[src/rtl/booth_pkg.sv]
// ============================================================================
// Module : booth_pkg
// Brief  : Shared state and Booth-op encodings for the sequential multiplier.
// Rev    : 1.0  initial release
// ============================================================================
`default_nettype none

package booth_pkg;

  typedef enum logic [1:0] {
    IDLE = 2'b00,
    RUN  = 2'b01,
    DONE = 2'b10
  } state_t;

  typedef enum logic [1:0] {
    OP_NOP = 2'b00,
    OP_ADD = 2'b01,
    OP_SUB = 2'b10
  } op_t;

  // Radix-2 Booth recoding of the current multiplier bit pair {Qr[0], q_1}.
  function automatic op_t booth_op(input logic q0, input logic q_1);
    case ({q0, q_1})
      2'b01:   return OP_ADD;
      2'b10:   return OP_SUB;
      default: return OP_NOP;
    endcase
  endfunction

endpackage

`default_nettype wire

[src/rtl/booth_seq_mul_ctrl_if.sv]
// ============================================================================
// Module : booth_seq_mul_ctrl_if
// Brief  : Start/busy/done handshake and operand/result bus of the multiplier.
// Rev    : 1.0  initial release
// ============================================================================
`default_nettype none

interface booth_seq_mul_ctrl_if #(
  parameter int WIDTH = 4
);
  logic                 start;
  logic [WIDTH-1:0]     multiplicand;
  logic [WIDTH-1:0]     multiplier;
  logic                 busy;
  logic                 done;
  logic [2*WIDTH-1:0]   product;

  modport master (
    output start, multiplicand, multiplier,
    input  busy, done, product
  );

  modport slave (
    input  start, multiplicand, multiplier,
    output busy, done, product
  );
endinterface

`default_nettype wire

[src/rtl/booth_step.sv]
// ============================================================================
// Module : booth_step
// Brief  : One combinational radix-2 Booth step: add/sub then arithmetic shift.
// Rev    : 1.0  initial release
// ============================================================================
`default_nettype none

module booth_step
  import booth_pkg::*;
#(
  parameter int WIDTH = 4
) (
  input  logic [WIDTH:0]   a_i,
  input  logic [WIDTH-1:0] qr_i,
  input  logic             q1_i,
  input  logic [WIDTH:0]   mr_i,
  output logic [WIDTH:0]   a_o,
  output logic [WIDTH-1:0] qr_o,
  output logic             q1_o
);

  op_t            op;
  logic [WIDTH:0] sum;

  always_comb begin
    op  = booth_op(qr_i[0], q1_i);
    sum = a_i;
    case (op)
      OP_ADD:  sum = a_i + mr_i;
      OP_SUB:  sum = a_i - mr_i;
      default: sum = a_i;
    endcase
    // Arithmetic right shift of {A, Qr, q_1}; A's MSB is replicated.
    {a_o, qr_o, q1_o} = {sum[WIDTH], sum, qr_i};
  end

endmodule

`default_nettype wire

[src/rtl/booth_seq_mul_ctrl.sv]
// ============================================================================
// Module : booth_seq_mul_ctrl
// Brief  : Sequential radix-2 Booth multiplier, one step per clock.
// Rev    : 1.0  initial release
// ============================================================================
`default_nettype none

module booth_seq_mul_ctrl
  import booth_pkg::*;
#(
  parameter int WIDTH = 4,
  parameter int CNT_W = $clog2(WIDTH + 1)
) (
  input  logic                 clk,
  input  logic                 rst_n,
  booth_seq_mul_ctrl_if.slave  bus
);

  state_t             state_q;
  logic [WIDTH:0]     a_q, a_d;
  logic [WIDTH-1:0]   qr_q, qr_d;
  logic               q1_q, q1_d;
  logic [WIDTH:0]     mr_q;
  logic [CNT_W-1:0]   cnt_q;
  logic               busy_q;
  logic               done_q;
  logic [2*WIDTH-1:0] product_q;

  booth_step #(.WIDTH(WIDTH)) u_step (
    .a_i  (a_q),
    .qr_i (qr_q),
    .q1_i (q1_q),
    .mr_i (mr_q),
    .a_o  (a_d),
    .qr_o (qr_d),
    .q1_o (q1_d)
  );

  always_ff @(posedge clk or negedge rst_n) begin
    if (!rst_n) begin
      state_q   <= IDLE;
      a_q       <= '0;
      qr_q      <= '0;
      q1_q      <= 1'b0;
      mr_q      <= '0;
      cnt_q     <= '0;
      busy_q    <= 1'b0;
      done_q    <= 1'b0;
      product_q <= '0;
    end else begin
      case (state_q)
        IDLE, DONE: begin
          done_q <= 1'b0;
          // DONE accepts a start just like IDLE so results can run back-to-back.
          if (bus.start) begin
            a_q     <= '0;
            qr_q    <= bus.multiplier;
            q1_q    <= 1'b0;
            mr_q    <= {bus.multiplicand[WIDTH-1], bus.multiplicand};
            cnt_q   <= '0;
            busy_q  <= 1'b1;
            state_q <= RUN;
          end else begin
            busy_q  <= 1'b0;
            state_q <= IDLE;
          end
        end
        RUN: begin
          a_q   <= a_d;
          qr_q  <= qr_d;
          q1_q  <= q1_d;
          cnt_q <= cnt_q + CNT_W'(1);
          if (cnt_q == CNT_W'(WIDTH - 1)) begin
            product_q <= {a_d[WIDTH-1:0], qr_d};
            busy_q    <= 1'b0;
            done_q    <= 1'b1;
            state_q   <= DONE;
          end
        end
        default: begin
          busy_q  <= 1'b0;
          done_q  <= 1'b0;
          state_q <= IDLE;
        end
      endcase
    end
  end

  assign bus.busy    = busy_q;
  assign bus.done    = done_q;
  assign bus.product = product_q;

endmodule

`default_nettype wire

[src/flat_wrapper.sv]
// flat-port wrapper written by rule: the top's interface ports become plain ports
module booth_seq_mul_ctrl_flat import booth_pkg::*;
#(
  parameter int WIDTH = 4,
  parameter int CNT_W = $clog2(WIDTH + 1)
)
  (clk, rst_n, bus_start, bus_multiplicand, bus_multiplier, bus_busy, bus_done, bus_product);
  booth_seq_mul_ctrl_if #(.WIDTH(WIDTH)) bus_i ();
  input  logic clk;
  input  logic rst_n;
  input wire logic [$bits(bus_i.start)-1:0] bus_start;
  input wire logic [$bits(bus_i.multiplicand)-1:0] bus_multiplicand;
  input wire logic [$bits(bus_i.multiplier)-1:0] bus_multiplier;
  output wire logic [$bits(bus_i.busy)-1:0] bus_busy;
  output wire logic [$bits(bus_i.done)-1:0] bus_done;
  output wire logic [$bits(bus_i.product)-1:0] bus_product;
  assign bus_i.start = bus_start;
  assign bus_i.multiplicand = bus_multiplicand;
  assign bus_i.multiplier = bus_multiplier;
  assign bus_busy = bus_i.busy;
  assign bus_done = bus_i.done;
  assign bus_product = bus_i.product;
  booth_seq_mul_ctrl #(.WIDTH(WIDTH), .CNT_W(CNT_W)) u_core (.clk(clk), .rst_n(rst_n), .bus(bus_i));
endmodule
[config.mk]
export PLATFORM = sky130hd
export DESIGN_NAME = booth_seq_mul_ctrl_flat
export DESIGN_NICKNAME = d
export VERILOG_FILES = /design/src/rtl/booth_pkg.sv /design/src/rtl/booth_seq_mul_ctrl_if.sv /design/src/rtl/booth_step.sv /design/src/rtl/booth_seq_mul_ctrl.sv /design/src/flat_wrapper.sv
export SDC_FILE = /design/constraint.sdc
export NUM_CORES = 1
export LEC_CHECK = 0
export CORE_UTILIZATION = 40
export DETAILED_ROUTE_END_ITERATION = 7
export SKIP_CTS_REPAIR_TIMING = 1
export SYNTH_ARGS = -nofsm -noshare
export SYNTH_HDL_FRONTEND = slang
export SYNTH_SLANG_ARGS = --single-unit
[constraint.sdc]
create_clock -name clk -period 2.3 [get_ports clk]
set_input_delay 0.575 -clock clk [delete_from_list [all_inputs] [get_ports clk]]
set_output_delay 0.575 -clock clk [all_outputs]
set_load 0.02 [all_outputs]
======== Yosys cells after proc, flatten, opt, wreduce, memory -nomap -nowiden ========
Index checks and enable logic that the tools add are counted.
word-level totals
  register bits ........................... 29
  bits in latches ......................... 0
  bits in writable memories ............... 0
  ROM bits ................................ 0
  input port bits ......................... 11
  memories ................................ 0
cells by class
  add/subtract/negate cells ............... 3
  $mul .................................... 0
  divide/modulo/power cells ............... 0
  magnitude comparators ................... 0
  eq/ne operators ......................... 9
  shift-type cells ........................ 0
  muxes and demuxes ....................... 18
  bitwise logic cells ..................... 0
  reductions and logical operators ........ 6
operator list
  operator               number
  $pmux W5 S2            2
  $pmux W2 S2            2
  $pmux W4 S2            1
  $eq A2 B1 Y1 const B   3
  $eq A2 B2 Y1 const B   3
  $mux W1                6
  $pmux W3 S2            1
  $reduce_and A2 Y1      3
  $add A5 B5 Y5          1
  $mux W5                1
  $sub A5 B5 Y5          1
  $mux W4                1
  $pmux W1 S2            2
  $add A3 B1 Y3 const B  1
  $eq A3 B2 Y1 const B   1
  $mux W3                1
  $logic_not A2 Y1       1
  $mux W2                1
  $ne A2 B1 Y1 const B   1
  $ne A2 B2 Y1 const B   1
  $reduce_bool A2 Y1     1
  $reduce_or A2 Y1       1

======== Logic depth before layout (Yosys ltp) ========
  word-level depth ........................ 5
  gate-level depth with buffers ........... 10
  depth with buffers taken out ............ 10

======== Hierarchy ========
From an unflattened synthesis, not the netlist that was laid out.
second synthesis, totals
  cell total of the unflattened synthesis .. 135
  area total of the unflattened synthesis .. 1637.8 µm²
modules (own cells, without submodules)
  module              times used  cells each  area an instance (µm²)  sequential area each (µm²)
  booth_seq_mul_ctrl  1           87          1287.5                  700.7
  booth_step          1           48          350.3                   0.0

======== Worst setup path after synthesis ========
No wires, ideal clock.
  kind .................................... register -> register
  start point ............................. register u_core.q1_q
  end point ............................... register u_core.product_q[7] (netlist: u_core.bus.product[7])
  setup time .............................. 124 ps
  arrival time ............................ 2238 ps
  slack ................................... -62 ps
  cell stages (with the launch flop) ...... 10
  path buffers ............................ 0
  clock period less this slack ............ 2362 ps
  cell sequence ........................... dfrtp_1 inv_1 ha_1 mux2_2 fa_1 nand2b_1 a21oi_1 xnor2_1 a21boi_0 o31a_1
on the way
  cells in the longest elaborated chain, start to end .. 4
  elaborated cells between the ends (all ways) .. 6
ends and longest elaborated chain
  item                                                 RTL line                  text
  start, declared                                      booth_seq_mul_ctrl.sv:22  logic q1_q, q1_d;
  start signal, assigned                               booth_seq_mul_ctrl.sv:71  q1_q <= q1_d;
  $eq A2 B2 Y1 / $eq A2 B1 Y1 (equally long branches)  booth_pkg.sv:24           case ({q0, q_1})
  $pmux W2 S2 *                                        booth_pkg.sv:24
  $eq A2 B2 Y1 / $eq A2 B1 Y1 (equally long branches)  booth_step.sv:28          case (op)
  $pmux W5 S2 *                                        booth_step.sv:28
  end signal, assigned                                 booth_seq_mul_ctrl.sv:74  product_q <= {a_d[WIDTH-1:0], qr_d};
  end, declared                                        booth_seq_mul_ctrl.sv:27  logic [2*WIDTH-1:0] product_q;
Mark *: on every way between the ends. The rest lies on a longest branch, timed or not.
A chain may end at the register's enable or synchronous reset.

======== Final worst setup path ========
  start point ............................. register u_core.mr_q[0]
  end point ............................... register u_core.product_q[7] (netlist: u_core.bus.product[7])
on the way
  cells in the longest elaborated chain, start to end .. 2
  elaborated cells between the ends (all ways) .. 3
ends and longest elaborated chain
  item                                                   RTL line                            text
  start, declared                                        booth_seq_mul_ctrl.sv:23            logic [WIDTH:0] mr_q;
  start signal, assigned                                 booth_seq_mul_ctrl.sv:59            mr_q <= {bus.multiplicand[WIDTH-1], bus.multiplicand};
  $sub A5 B5 Y5 / $add A5 B5 Y5 (equally long branches)  booth_step.sv:30, booth_step.sv:29
  $pmux W5 S2 *                                          booth_step.sv:28
Marks and branches as above.

==> reports/metrics.json <==
{
  "outcome": "finished clean",
  "areaGrowthSynthToFinish_pct": 32.1,
  "antennaDiodeCount": 0,
  "crit_required_ns": 2.53,
  "clockBufferDepth": 2,
  "worst_slew_pin_slew_ns": 0.666,
  "io_buffers": 20,
  "hold_path.class": "flip-flop to flip-flop",
  "drc": 0,
  "setup_slack_ns": 0.0327,
  "number_of_failing_setup_endpoints_in_the_final_timing_report": 0,
  "fraction_of_final_layout_cells_with_drive_strength_greater_than_1_pct": 19.5,
  "ant_nets": 0,
  "clk_pin_slew_worst_paths_ns": 0.14,
  "finalCritPeriodShare_pct": 98.6,
  "metal1_wirelength_um": 1320,
  "grt.overflow.total": 0,
  "crit_path_max_fanout": 4,
  "first_pass_iters": 4,
  "placement.setup.worst_slack_ns": -0.0387,
  "mappedNetlistNets": 155,
  "clock-sinks": 26,
  "dieArea_mm2": 0.00355,
  "maxSlewViolCount": 0,
  "dp_hpwl_um": 2070,
  "number_of_placed_instances_taps_included": 203,
  "slew_headroom_pct": 55.5,
  "initial_utilization_pct": 42.7,
  "achievable-frequency_mhz": 441,
  "rows": 20,
  "regToRegSetupSlack_ns": 0.03,
  "gp_routability_congestion": 0.780,
  "series_of_cell_instances_along_the_critical_path": "inv_2 -> ha_4 -> mux2_4 -> fa_2 -> nand2b_4 -> a21oi_4 -> xnor2_2 -> nor3b_2 -> o31a_1",
  "final_cell_mix": "nand2_1, dfrtp_1, clkdlybuf4s50_1",
  "cp.arrival_ns": 2.49,
  "worst_path_max_delay_cell": "dfrtp_1",
  "highest-signal-layer": "met4",
  "clk_latency_ns": 0.32,
  "unrepaired_setup_endpoints_after_global_routing": "yes",
  "final_nets": 185,
  "cts_buffers": 3,
  "die_span_in_x_um": 59.6,
  "seq_area_frac_synth_pct": 49.1,
  "worstSetupStartpointType": "flip-flop",
  "gr-usage-all-layers_pct": 18.1,
  "area_of_the_core_region_mm2": 0.00310,
  "max-cap-violations": 0,
  "synth_warnings": 0,
  "clock_tree.root_cell": "clkbuf_4",
  "critical_path_class": "flip-flop to flip-flop",
  "via_count": 1031,
  "worst_clock_skew_ns": 0.00460,
  "grt_max_degree": 27,
  "timing_hold_violations_final": 0,
  "io_pins": 21,
  "post_layout_nonfiller_instances": 208,
  "wl_per_cell_um": 13.6,
  "netlist_area_pre_place_mm2": 0.00133,
  "number_of_global_route_vias_before_repair": 1053,
  "finalCriticalPeriod_ns": 2.27,
  "grt_pass1_wl_um": 4710,
  "critical_path.endpoint_type": "flip-flop",
  "detailedRoute.firstIterationViolations": 28,
  "netlist-cell-type-count": 29,
  "synth.ff_latch_count": 26,
  "worst_hold_slack_ns": 0.510,
  "synthesis.instances": 135,
  "fillCellCount": 288,
  "wl_met2_um": 1410,
  "initial_antenna_violation_count": 0,
  "fp.dieH_um": 59.6,
  "htree_levels": 1,
  "slowest_delay_ns": 0.41,
  "finalWirelength_um": 2820,
  "routed_met3_length_um": 53,
  "tritoncts": "yes",
  "synth.avg_cell_area_um2": 9.82,
  "detail_route.vias_per_cell": 4.96,
  "fin_util_pct": 56.5
}
==> worst paths after layout <==
kind / from / endpoint / depth (start not counted)
max: u_core.mr_q[0]$_DFFE_PN0P_ / u_core.bus.product[7]$_DFFE_PN0P_ / 9
min reg2reg: u_core.cnt_q[0]$_DFFE_PN0P_ / u_core.cnt_q[0]$_DFFE_PN0P_ / 1
max in group asynchronous: rst_n / u_core.qr_q[2]$_DFFE_PN0P_ / 2
min in group asynchronous: rst_n / u_core.a_q[0]$_DFFE_PN0P_ / 2
max reg2reg: u_core.mr_q[0]$_DFFE_PN0P_ / u_core.bus.product[7]$_DFFE_PN0P_ / 9
min: u_core.cnt_q[0]$_DFFE_PN0P_ / u_core.cnt_q[0]$_DFFE_PN0P_ / 1
==> critical path, delay by kind of cell, from the launching register on <==
kind | cells | cell delay (ns)
muxes | 1 | 0.28
buffers and inverters | 1 | 0.08
DFF | 1 | 0.41
and+or+nand+nor | 2 | 0.32
AOI/OAI and AO/OA | 2 | 0.41
adders and majority gates | 2 | 0.54
xor gates and xnor gates | 1 | 0.12
==> cell type report <==
type,instances,area (µm²),area share (%)
multi-input combinational,95,708,40.4
sequential,26,651,37.1
timing repair buffer,28,260,14.9
tap,44,55.1,3.14
inverter,11,41.3,2.36
clock buffer,4,36.3,2.07
==> per-layer routing <==
metal | vias to the layer above | GRT usage [%]
met2 | 13 | 31.0
met3 | 4 | 2.18
met5 | - | 0
met4 | 0 | 6.98
met1 | 503 | 23.5
li1 | 511 | -
==> registers in the layout, summed over array words and instances, names as in the netlist <==
name,cells
u_core.state_q,2
u_core.q1_q,1
u_core.qr_q,4
u_core.mr_q,4
u_core.a_q,4
u_core.bus.product,8
u_core.cnt_q,3
==> cells in the mapped netlist <==
master / n / share of area, %
ha_1: 8 / 7.5
nor2b_1: 3 / 1.4
nand2_1: 26 / 7.4
a21oi_1: 3 / 1.1
buf_2: 1 / 0.38
inv_1: 11 / 3.1
or2_1: 1 / 0.47
xor2_1: 1 / 0.66
mux2i_1: 1 / 0.75
o21ai_2: 1 / 0.66
and3_1: 1 / 0.47
and2b_1: 1 / 0.57
a211o_1: 1 / 0.66
a21boi_0: 1 / 0.57
a221o_1: 1 / 0.75
nand2b_1: 4 / 1.9
nor4b_1: 1 / 0.66
o31a_1: 2 / 1.3
nor2_1: 9 / 2.5
nor3b_1: 1 / 0.57
fa_1: 1 / 1.5
nor3_1: 1 / 0.38
clkbuf_1: 2 / 0.57
dfrtp_1: 26 / 49
o21ai_0: 12 / 4.5
mux2_2: 6 / 5.1
a31oi_1: 3 / 1.4
a22o_1: 3 / 2.0
xnor2_1: 3 / 2.0
==> cells by family after synthesis <==
logic type	synth area share [%]
and+or+nand+nor	16.3
AOI/OAI and AO/OA	13.0
DFF	49.1
buffers and inverters	4.06
adders and majority gates	9.06
muxes	5.85
xor gates and xnor gates	2.64
==> through the flow <==
stage                     TNS [ns]  cell area (µm²)
after detailed placement   -0.0694             1650
after CTS                  -0.0937             1680
final                            0             1750
after global routing       -0.0571             1750
after global placement           0             1650
after floorplan                  0             1350
Power is not shown: default switching activity piles up to over one toggle a cycle in this logic, so the estimate is an artifact.
